--- config.mk ---
export PLATFORM = sky130hd
export DESIGN_NAME = z80_mem_bridge
export DESIGN_NICKNAME = d
export VERILOG_FILES = /design/src/rtl/z80_mem_bridge.sv
export SDC_FILE = /design/constraint.sdc
export NUM_CORES = 1
export LEC_CHECK = 0
export BUFFER_PORTS_ARGS = -buffer_cell sky130_fd_sc_hd__buf_2
export CAP_MARGIN = 20
export CORE_MARGIN = 2
export CORE_UTILIZATION = 45
export CTS_BUF_LIST = sky130_fd_sc_hd__clkbuf_8 sky130_fd_sc_hd__clkbuf_16
export CTS_CLUSTER_SIZE = 24
export DETAILED_ROUTE_END_ITERATION = 7
export GPL_ROUTABILITY_DRIVEN = 0
export HOLD_SLACK_MARGIN = 0.02
export PLACE_DENSITY = 0.75
export SLEW_MARGIN = 20
export SYNTH_ARGS = -nofsm -noshare
export SYNTH_HDL_FRONTEND = slang
export SYNTH_SLANG_ARGS = --single-unit
--- constraint.sdc ---
create_clock -name clk -period 5.8 [get_ports clk]
set_clock_uncertainty 0.05 [all_clocks]
set_input_delay 0.29 -clock clk [delete_from_list [all_inputs] [get_ports clk]]
set_output_delay 0.29 -clock clk [all_outputs]
set_load 0.01 [all_outputs]
--- src/rtl/z80_mem_bridge.sv ---
// Z80 bus to single-request memory/I/O bridge: one registered request per CPU
// bus cycle, wait-state generation, and a sticky timeout abort.
module z80_mem_bridge #(
  parameter logic [7:0]  IO_PAGE  = 8'h10,
  parameter int unsigned MAX_WAIT = 15
) (
  input  logic        clk,
  input  logic        reset,
  input  logic [15:0] cpu_a,
  input  logic [7:0]  cpu_do,
  input  logic        cpu_mreq_n,
  input  logic        cpu_iorq_n,
  input  logic        cpu_rd_n,
  input  logic        cpu_wr_n,
  input  logic        cpu_m1_n,
  input  logic        cpu_rfsh_n,
  output logic [7:0]  cpu_di,
  output logic        cpu_wait_n,
  output logic        mem_req,
  output logic        mem_we,
  output logic [15:0] mem_addr,
  output logic [7:0]  mem_wdata,
  input  logic [7:0]  mem_rdata,
  input  logic        mem_ack,
  output logic        timeout_err
);

  typedef enum logic [1:0] {
    ST_IDLE = 2'd0,
    ST_REQ  = 2'd1,
    ST_HOLD = 2'd2
  } state_t;

  localparam logic [7:0] WAIT_LIMIT = 8'(MAX_WAIT);

  state_t      state_q, state_d;
  logic        mem_req_q, mem_req_d;
  logic        mem_we_q, mem_we_d;
  logic [15:0] mem_addr_q, mem_addr_d;
  logic [7:0]  mem_wdata_q, mem_wdata_d;
  logic [7:0]  cpu_di_q, cpu_di_d;
  logic        cpu_wait_n_q, cpu_wait_n_d;
  logic        timeout_err_q, timeout_err_d;
  logic [7:0]  wait_cnt_q, wait_cnt_d;

  logic start_mem, start_io;

  // Refresh and interrupt-acknowledge cycles are excluded by the rfsh/m1 terms.
  assign start_mem = ~cpu_mreq_n & cpu_rfsh_n & (~cpu_rd_n | ~cpu_wr_n);
  assign start_io  = ~cpu_iorq_n & cpu_m1_n   & (~cpu_rd_n | ~cpu_wr_n);

  always_comb begin
    state_d       = state_q;
    mem_req_d     = mem_req_q;
    mem_we_d      = mem_we_q;
    mem_addr_d    = mem_addr_q;
    mem_wdata_d   = mem_wdata_q;
    cpu_di_d      = cpu_di_q;
    cpu_wait_n_d  = cpu_wait_n_q;
    timeout_err_d = timeout_err_q;
    wait_cnt_d    = wait_cnt_q;

    unique case (state_q)
      ST_IDLE: begin
        if (start_mem || start_io) begin
          state_d      = ST_REQ;
          mem_req_d    = 1'b1;
          cpu_wait_n_d = 1'b0;
          mem_we_d     = ~cpu_wr_n;
          mem_wdata_d  = cpu_do;
          mem_addr_d   = start_mem ? cpu_a : {IO_PAGE, cpu_a[7:0]};
          wait_cnt_d   = '0;
        end
      end

      ST_REQ: begin
        // An ack on the limit edge wins over the timeout abort.
        if (mem_ack) begin
          state_d      = ST_HOLD;
          mem_req_d    = 1'b0;
          cpu_wait_n_d = 1'b1;
          if (!mem_we_q) cpu_di_d = mem_rdata;
        end else if (wait_cnt_q == WAIT_LIMIT) begin
          state_d       = ST_HOLD;
          mem_req_d     = 1'b0;
          cpu_wait_n_d  = 1'b1;
          timeout_err_d = 1'b1;
          if (!mem_we_q) cpu_di_d = '1;
        end else begin
          wait_cnt_d = wait_cnt_q + 8'd1;
        end
      end

      ST_HOLD: begin
        if (cpu_rd_n && cpu_wr_n) state_d = ST_IDLE;
      end

      default: state_d = ST_IDLE;
    endcase
  end

  always_ff @(posedge clk or posedge reset) begin
    if (reset) begin
      state_q       <= ST_IDLE;
      mem_req_q     <= 1'b0;
      mem_we_q      <= 1'b0;
      mem_addr_q    <= '0;
      mem_wdata_q   <= '0;
      cpu_di_q      <= '0;
      cpu_wait_n_q  <= 1'b1;
      timeout_err_q <= 1'b0;
      wait_cnt_q    <= '0;
    end else begin
      state_q       <= state_d;
      mem_req_q     <= mem_req_d;
      mem_we_q      <= mem_we_d;
      mem_addr_q    <= mem_addr_d;
      mem_wdata_q   <= mem_wdata_d;
      cpu_di_q      <= cpu_di_d;
      cpu_wait_n_q  <= cpu_wait_n_d;
      timeout_err_q <= timeout_err_d;
      wait_cnt_q    <= wait_cnt_d;
    end
  end

  assign cpu_di      = cpu_di_q;
  assign cpu_wait_n  = cpu_wait_n_q;
  assign mem_req     = mem_req_q;
  assign mem_we      = mem_we_q;
  assign mem_addr    = mem_addr_q;
  assign mem_wdata   = mem_wdata_q;
  assign timeout_err = timeout_err_q;

endmodule

==> results by group <==
Outcome
  • Status: complete, no violations

Clocking
  • Root Buffer: clkbuf_8
  • Post-CTS setup buffers: 0
  • CTS resizes: 0
  • H-tree depth: 2
  • CTS clock-pin slew for the worst setup and hold paths: approximately 0.090 ns
  • Clk sinks: 46
  • Hold_buf cts: 0
  • Worst skew pair latency: 0.30 ns
  • CTS tree: yes
  • CTS buffer count: 5
  • CTS max path bufs: 2

Global routing
  • Number of global-route vias before repair: 1302
  • Tot GR Track Use: 0.169
  • Largest net degree at the start of global routing: 47
  • GR Overflow Total: 0
  • First-pass GRT wire length: 5.79 mm
  • Initial antenna violation count: 0

Critical path
  • Arrival time at the worst endpoint: 2.01 ns
  • CP Class: flip-flop to flip-flop
  • Critical path required time: 5.94 ns
  • Critical-path top delay cell: a21o_2
  • Crit-path most repeated cell: a211o_1
  • CP max FO: 31
  • Critical Path End Type: flip-flop
  • R2r setup slk: 3.93 ns
  • Worst-path cell chain: a211o_1, a21o_2, and2_4, a211o_1
  • Worst path max stage delay: 0.43 ns
  • CP startpoint kind: flip-flop

Logic synthesis
  • Main combinational cell family by area after synthesis: compound AO/OA/AOI/OAI gates
  • Synthesized Nets: 183
  • Mux cell area share after synthesis: 0.0952
  • Ys flop type: dfrtp_1
  • Avg Cell Area, Syn: 13.4 um^2
  • Register area share after synthesis: 0.609
  • Post-synth design cell area: 1890 um^2
  • Post-synth EDFFs: 0
  • Post-Syn Instances: ~140
  • Synth Area in Simple Gates: 0.0899
  • Synth unique cells: 34
  • FF+latch count, synth: 46
  • Synth Area in XOR/XNOR: 0
  • Post-synthesis compound-gate area fraction: 0.177
  • Adder-Cell Fraction of Synth Area: 0.00661
  • Synth warn: 0
  • Async SR Flop Fraction: 1.00

Floorplan
  • Starting Density: 0.470
  • # IOs: 77
  • Width of the die: 68.8 um
  • Core area: about 4000 um^2
  • Die H: roughly 69 um
  • Die area: 4740 um^2
  • Row count: 23

Detailed routing
  • 1st-iter DRT viols: 68
  • DR vias/cell: roughly 5.3
  • Post-route ant nets: 0
  • Routed len/inst: around 14 um
  • Via count: 1437
  • Routed WL: roughly 3.9 mm
  • # DRC: 0
  • Initial DRT Pass Iterations: 4

Place
  • Port bufs: 76
  • Post-DP HPWL: between 2 and 3 mm

Timing
  • RSZ-0062 raised after global routing: no
  • Worst-margin pin slew: 0.620 ns
  • Period utilisation layout: 0.323
  • Post-route setup TNS: 0 ns
  • Hold Violations, Final: 0
  • Max frequency: 533 MHz
  • Max_slew headroom: 0.587
  • Slew Viols, Final: 0
  • Hold slack: about 0.06 ns
  • Final setup viols: 0
  • Min cycle time layout: 1.87 ns

Finish
  • Share of layout cells above drive strength 1: 0.502
  • # fillers: 364
  • Area taken by multi-input logic gates: 699 um^2
  • Layout area overhead: 27.8%
  • ANT cells: 0
  • FF/Latch Area: 1150 um^2
  • Final #Nets: 262

Flow run
  • Maxcap violations: 0

Power
  • Pwr dens: between 500 and 600 nW/um^2
  • Tot Pwr: 1.22 mW
  • Pleak: 1.21 nW
  • Maximum vdd drop: 0.000311 V

Worst hold path
  • Hold Crit Class: primary input to asynchronous set/reset pin
-- area by class of cell --
type | count | area share
timing repair buffer | 77 | 0.160
inverter | 3 | 0.00466
clock buffer | 7 | 0.0398
clock inverter | 1 | 0.00362
multi-input combinational | 87 | 0.289
sequential | 46 | 0.476
tap | 50 | 0.0259
-- where the power goes --
| part | total, mW | leakage (nW) | switching, mW | internal, mW |
|---|---|---|---|---|
| logic | 0.451 | 0.596 | 0.228 | 0.223 |
| clock network | 0.215 | 0.0544 | 0.106 | 0.109 |
| registers | 0.549 | 0.560 | 0.0864 | 0.463 |
-- through the flow --
| step | cells | setup WS [ns] | cell area (um^2) | utilization |
|---|---|---|---|---|
| after global routing | 271 | 3.83 | 2420 | 0.600 |
| final | 271 | 3.93 | 2420 | 0.600 |
| after floorplan | 141 | 3.98 | 1890 | - |
| after detailed placement | 263 | 3.66 | 2310 | 0.574 |
| after global placement | 263 | 3.71 | 2310 | 0.574 |
| after CTS | 271 | 3.67 | 2420 | 0.600 |
-- metal layers --
layer,vias up,global-route usage,share of wire
li1,682,-,-
met1,699,0.212,0.45
met2,49,0.266,0.47
met3,7,0.0649,0.068
met4,0,0.0662,0.016
met5,-,0,0
-- cells in the mapped netlist (all sizes together), types with 4 or more instances --
library cell,count,area share
mux2,16,0.095
a21oi,7,0.019
buf,4,0.014
nand2,7,0.014
a22o,8,0.037
dfrtp,45,0.60
o22a,8,0.037
nor2,4,0.0079
-- cells in the final DEF, fill, tap and decap left out, types with 4 or more instances in the layout --
master and n:
a21oi_1 7, a22o_1 8, buf_2 76, clkbuf_8 7
dfrtp_1 45, mux2_2 16, nand2_1 7, nor2_1 4
o22a_1 8
-- logic make-up after synthesis --
logic type / Yosys count
buffers and inverters: 8
AOI/OAI and AO/OA: 43
DFF: 46
muxes: 16
and+or+nand+nor: 27
adders and majority gates: 1
-- flip-flops by register name, summed over array words and instances (netlist names) --
signal	count
mem_req	1
mem_wdata	8
cpu_di	8
state_q	2
mem_we	1
timeout_err	1
cpu_wait_n	1
wait_cnt_q	8
mem_addr	16
-- critical path, delay by kind of cell (launching register included) --
kind | cells | cell delay (ns)
AO/OA/AOI/OAI | 3 | 1.05
flip-flops | 1 | 0.41
AND/OR/NAND/NOR | 1 | 0.26
-- worst paths after layout --
check                            start             to  cells after the start
setup / recovery            state_q[0]  wait_cnt_q[5]                      4
hold / removal                   reset    mem_addr[2]                      3
setup reg to reg            state_q[0]  wait_cnt_q[5]                      4
hold reg to reg            timeout_err    timeout_err                      1
max in group asynchronous        reset   mem_addr[10]                      3
min in group clk              cpu_a[8]    mem_addr[8]                      2
Power figures use the tool's default switching activity.
